$ cat config.mk
export PLATFORM = sky130hd
export DESIGN_NAME = i2s_frame_generator
export DESIGN_NICKNAME = d
export VERILOG_FILES = /design/src/rtl/i2s_pkg.sv /design/src/rtl/i2s_sample_buffer.sv /design/src/rtl/i2s_frame_generator.sv
export SDC_FILE = /design/constraint.sdc
export NUM_CORES = 1
export LEC_CHECK = 0
export ABC_CLOCK_PERIOD_IN_PS = 3300
export CORE_MARGIN = 4
export CORE_UTILIZATION = 51
export DETAILED_ROUTE_END_ITERATION = 16
export HOLD_SLACK_MARGIN = 0.02
export PLACE_DENSITY = 0.82
export SLEW_MARGIN = 25
export SYNTH_ARGS = -nofsm -noshare
export SYNTH_HDL_FRONTEND = slang
export SYNTH_SLANG_ARGS = --single-unit
$ cat constraint.sdc
create_clock -name clk_i -period 3.3 [get_ports clk_i]
set_input_delay 0.66 -clock clk_i [delete_from_list [all_inputs] [get_ports clk_i]]
set_output_delay 0.66 -clock clk_i [all_outputs]
set_load 0.01 [all_outputs]
$ cat src/rtl/i2s_pkg.sv
// Shared I2S constants and helpers, used by the frame generator and the transmitter.
package i2s_pkg;

   // 40 MHz / 14 gives roughly 64 x 44.1 kHz bit clock
   localparam int unsigned I2S_CLK_DIVISION    = 8'd14;
   localparam int unsigned I2S_AUDIO_WORD_LEN  = 8'd24;
   localparam int unsigned I2S_AUDIO_FRAME_LEN = 8'd64;

   // Counter width shared by the half-period and bit counters
   localparam int unsigned I2S_CNT_W = 8;

   // Increment that sticks at all-ones instead of wrapping
   function automatic logic [15:0] sat_inc16(input logic [15:0] v);
      return (v == 16'hFFFF) ? v : v + 16'd1;
   endfunction

endpackage

$ cat src/rtl/i2s_sample_buffer.sv
// One-deep sample buffer between the voice source and the I2S word register,
// with underrun detection and a saturating underrun counter.
module i2s_sample_buffer
   import i2s_pkg::*;
#(
   parameter int unsigned AUDIO_WORD_LEN = I2S_AUDIO_WORD_LEN
) (
   input  logic                      clk_i,
   input  logic                      rst_i,
   input  logic                      load_event,
   input  logic [AUDIO_WORD_LEN-1:0] s_data_i,
   input  logic                      s_valid_i,
   output logic                      s_ready_o,
   output logic [AUDIO_WORD_LEN-1:0] audio_data_o,
   output logic                      sample_req_o,
   output logic                      underrun_o,
   output logic [15:0]               underrun_cnt_o
);

   logic [AUDIO_WORD_LEN-1:0] pending;
   logic                      full;
   logic                      accept;

   // A load frees the slot in the same cycle, so a push can land on the load cycle
   assign s_ready_o = ~full | load_event;
   assign accept    = s_valid_i & s_ready_o;

   // Pending slot, output word and underrun bookkeeping
   always_ff @(posedge clk_i) begin
      if (rst_i) begin
         pending        <= '0;
         full           <= 1'b0;
         audio_data_o   <= '0;
         sample_req_o   <= 1'b0;
         underrun_o     <= 1'b0;
         underrun_cnt_o <= '0;
      end else begin
         sample_req_o <= load_event;
         underrun_o   <= load_event & ~full;
         if (load_event && full)
            audio_data_o <= pending;
         if (load_event && !full)
            underrun_cnt_o <= sat_inc16(underrun_cnt_o);
         if (accept) begin
            pending <= s_data_i;
            full    <= 1'b1;
         end else if (load_event) begin
            full <= 1'b0;
         end
      end
   end

endmodule

$ cat src/rtl/i2s_frame_generator.sv
// I2S bit clock / word select generator feeding a word register from a one-deep buffer.
// The word is loaded at the start of the right half and held for that whole half.
module i2s_frame_generator
   import i2s_pkg::*;
#(
   parameter int unsigned CLK_DIVISION    = I2S_CLK_DIVISION,
   parameter int unsigned AUDIO_WORD_LEN  = I2S_AUDIO_WORD_LEN,
   parameter int unsigned AUDIO_FRAME_LEN = I2S_AUDIO_FRAME_LEN
) (
   input  logic                      clk_i,
   input  logic                      rst_i,
   input  logic                      enable_i,
   input  logic [AUDIO_WORD_LEN-1:0] s_data_i,
   input  logic                      s_valid_i,
   output logic                      s_ready_o,
   output logic [AUDIO_WORD_LEN-1:0] audio_data_o,
   output logic                      audio_bclk_o,
   output logic                      audio_lrclk_o,
   output logic                      sample_req_o,
   output logic                      underrun_o,
   output logic [15:0]               underrun_cnt_o
);

   if ((CLK_DIVISION % 2) != 0 || CLK_DIVISION < 2) begin : g_bad_div
      $error("i2s_frame_generator: CLK_DIVISION must be even and >= 2");
   end
   if ((AUDIO_FRAME_LEN % 2) != 0 || AUDIO_FRAME_LEN < 2 * AUDIO_WORD_LEN) begin : g_bad_frame
      $error("i2s_frame_generator: AUDIO_FRAME_LEN must be even and >= 2*AUDIO_WORD_LEN");
   end

   localparam logic [I2S_CNT_W-1:0] HALF_RELOAD = I2S_CNT_W'(CLK_DIVISION / 2 - 1);
   localparam logic [I2S_CNT_W-1:0] BIT_RELOAD  = I2S_CNT_W'(AUDIO_FRAME_LEN / 2 - 1);

   logic [I2S_CNT_W-1:0] half_cnt;
   logic [I2S_CNT_W-1:0] bit_cnt;
   logic                 half_tick;
   logic                 frame_tick;
   logic                 load_event;

   // A BCLK toggle is due; a frame half ends on the falling toggle with the bit counter spent
   assign half_tick  = enable_i & (half_cnt == '0);
   assign frame_tick = half_tick & audio_bclk_o & (bit_cnt == '0);
   // LRCLK about to go 0->1: start of the right half
   assign load_event = frame_tick & ~audio_lrclk_o;

   // Bit clock, bit counter and word select; everything freezes while disabled
   always_ff @(posedge clk_i) begin
      if (rst_i) begin
         half_cnt      <= HALF_RELOAD;
         bit_cnt       <= BIT_RELOAD;
         audio_bclk_o  <= 1'b0;
         audio_lrclk_o <= 1'b1;
      end else if (enable_i) begin
         if (half_cnt == '0) begin
            half_cnt     <= HALF_RELOAD;
            audio_bclk_o <= ~audio_bclk_o;
            if (audio_bclk_o) begin
               if (bit_cnt == '0) begin
                  bit_cnt       <= BIT_RELOAD;
                  audio_lrclk_o <= ~audio_lrclk_o;
               end else begin
                  bit_cnt <= bit_cnt - 1'b1;
               end
            end
         end else begin
            half_cnt <= half_cnt - 1'b1;
         end
      end
   end

   i2s_sample_buffer #(
      .AUDIO_WORD_LEN(AUDIO_WORD_LEN)
   ) u_buf (
      .clk_i          (clk_i),
      .rst_i          (rst_i),
      .load_event     (load_event),
      .s_data_i       (s_data_i),
      .s_valid_i      (s_valid_i),
      .s_ready_o      (s_ready_o),
      .audio_data_o   (audio_data_o),
      .sample_req_o   (sample_req_o),
      .underrun_o     (underrun_o),
      .underrun_cnt_o (underrun_cnt_o)
   );

endmodule

==> results.toml <==
[status]
status = "finished clean"

[timing]
fin_setup_tns_ns = 0
finalCriticalPeriod_ns = 3.07
skew_ns = 0.0116
tightest_slew_ns = 0.973
relSlewSlack_pct = 35.1
slew_violations = 0
fin_ws_ns = 0.233
setup_viol = 0
max_clock_freq_mhz = 326
min_period_over_period_pct = 92.9
final-hold-violation-count = 0
rsz0062_at_grt = "false"

[pwr]
power_leakage_nw = 1.89
ir_drop_mv = 0.350
pwr_density_cell_nw_per_um2 = 410

[floorplan]
die_w_um = 93.2
io_pins = 73
row_count = 30
die_y_um = 93.2
placeableCoreArea_um2 = 6910
die_area_um2 = 8680
initial_core_util_pct = 53.6

[synthesis]
avgSynthCellArea_um2 = 9.44
async_reset_ff_share_pct = 0
synth_common_cells = "dfxtp_1 (85), nand2b_1 (51), mux2i_1 (49)"
netlist_instances = 392
ys_ff_latch = 85
synth_nets = 425
ys.flop_type = "dfxtp_1"
yosysTopAreaCell = "dfxtp_1"
netlist_area_um2 = 3700
synth-edff-count = 0
synth.area.top_cells = "dfxtp_1 (46%), mux2i_1 (13%), nand2b_1 (8.6%)"
ys_warn_count = 0
synth.distinct_cells = 43
yosysTopAreaCellShare_pct = 46.0
yosysSeqAreaShare_pct = 46.0
yosys.cell_count.top_type = "dfxtp_1"

[worst_setup_path]
crit_type = "reg -> out"
end_kind = "primary output"
worstRegToRegCells = 7
r2r-start = "bit_cnt[0]"
critPathRequiredTime_ns = 2.64
critPathMaxFanout = 4
worstSetupStartpoint = "bit_cnt[0]"
startpoint_type = "flip-flop"
reg2reg_slack_ns = 0.74
cp_data_arrival_time_ns = 2.41

[grt]
track_usage_pct = 18.5
antenna_found_initial = 0
grt_pass1_wl_um = 13000
grt_start_max_net_pins = 68
grt_pass1_vias = 2851
gr-total-overflow = 0

[clocking]
clk_latency_ns = 0.36
cts_setup_buffers = 0
root_buffer = "clkbuf_8"
cts_tree = "yes"
cts_buffers = 9
clk_pin_slew_worst_paths_ns = 0.09
cts.sinks = 85
cts_hold_buffers = 0
clk_path_buf_depth = 2
ctsHtreeMaxLevel = 3

[routing]
wl_met3_um = 452
wl_um = 7590
met2_length_um = 3650
drtAntennaViolNets = 0
m1WireLength_um = 3350
drc = 0
avgViaCountPerCell = 5.23
wire_per_inst_um = 13.5
routed-via-count = 2951
first_iter_violations = 103
dr.pass1.iters = 4
topRoutingLayerUsed = "met4"

[worst_hold_path]
holdCritStartpoint = "u_buf.pending[4]"
min_path_type = "reg -> reg"
min_path_cells = 2

[cells_and_area]
filler_cell_count = 565
drive_above_1_share_pct = 8.33
num-nets-final = 496
n_antenna_cell = 0
area_growth_pct = 28.2

[place]
gp_congestion = 0.856
place_ws_ns = 0.108
numPortBuffers = 72
dp_hpwl_um = 5400

[run]
cap_violations = 0
==> worst paths after layout <==
kind,end
hold reg to reg,u_buf.pending[4]
setup / recovery,s_ready_o
setup reg to reg,u_buf.underrun_cnt_o[11]
hold / removal,u_buf.pending[4]
==> area by class of cell <==
cell class / count / area, µm² / area share (%)
clock buffers: 10 / 128 / 2.69
clock inverters: 6 / 71.3 / 1.50
inverters: 8 / 30.0 / 0.633
multi-input cells: 279 / 1910 / 40.2
flip-flops and latches: 85 / 1700 / 35.9
well taps: 96 / 120 / 2.53
repair buffers: 80 / 788 / 16.6
==> worst max-delay path, cell delays in order, from the launching register on <==
cell,delay [ns]
dfxtp_1,0.34
inv_1,0.09
ha_1,0.14
or3b_2,0.49
nor3_2,0.18
nand2_1,0.15
nand2_1,0.12
clkdlybuf4s50_1,0.54
==> cells by family after synthesis <==
group	share of synthesized area, %
xor gates and xnor gates	3.79
muxes	13.9
buffers and inverters	3.14
DFF	46.0
adders and majority gates	1.69
and+or+nand+nor	26.0
AOI/OAI and AO/OA	5.48
==> layer usage <==
layer  vias to the layer above  global-route usage, %
met1                      1387                   21.2
met2                        60                   31.8
met4                         0                   6.96
li1                       1492                      -
met3                        12                   6.11
met5                         -                      0
==> where the power goes <==
part           internal, mW  total (mW)  switching, mW
clock network         0.357       0.744          0.388
registers              1.05        1.07         0.0166
logic                0.0781       0.137         0.0586
total                  1.48        1.95          0.463
==> registers in the layout, summed over array words and instances (netlist names) <==
register,flops
u_buf.audio_data_o,24
u_buf.full,1
audio_lrclk_o,1
bit_cnt,8
half_cnt,8
u_buf.underrun_cnt_o,16
audio_bclk_o,1
u_buf.sample_req_o,1
u_buf.underrun_o,1
u_buf.pending,24
==> per-stage QoR <==
stage,util [%],instance area (µm²),total power [mW],hold slack [ns],std cells
floorplan,-,3700,1.17,0.448,392
global placement,65.7,4530,1.22,0.457,548
detailed placement,65.7,4530,1.23,0.465,548
CTS,68.5,4730,1.96,0.480,564
global route,68.7,4740,2.02,0.503,564
finish,68.7,4740,1.95,0.477,564
==> cell usage in the layout, fill, tap and decap left out, types with 2 or more instances in the layout <==
cell             Yosys  final
o21ai_0              8      8
nor2_1              47     47
or3_1                9      9
and4_1               3      3
or4_1                3      3
mux2_2               2      2
o41ai_1              2      2
ha_1                 5      5
nor4b_1              5      4
dfxtp_1             85     85
and3_1               3      3
xnor2_1             10     10
nand2b_1            51     51
buf_4                2      7
a21oi_1             12     12
clkdlybuf4s50_1      0     71
mux2i_1             49     49
nor4_1               3      3
nand3_1              8      7
clkbuf_8             0      9
nand2_1             17     17
o31ai_1              2      2
or2_2                3      3
nand4_1              7      7
inv_1                8      8
inv_6                0      2
nor3_1               6      5
clkinvlp_4           0      2
xor2_1               6      6
or4_4                2      2
nor2b_1              2      2
==> repair_timing <==
action / 4_1_cts / 5_1_grt
endpoints found under the setup margin: 0 / 1
resized for setup: 0 / 2
hold endpoints to repair: 0 / 0
(Power assumes the default switching activity.)
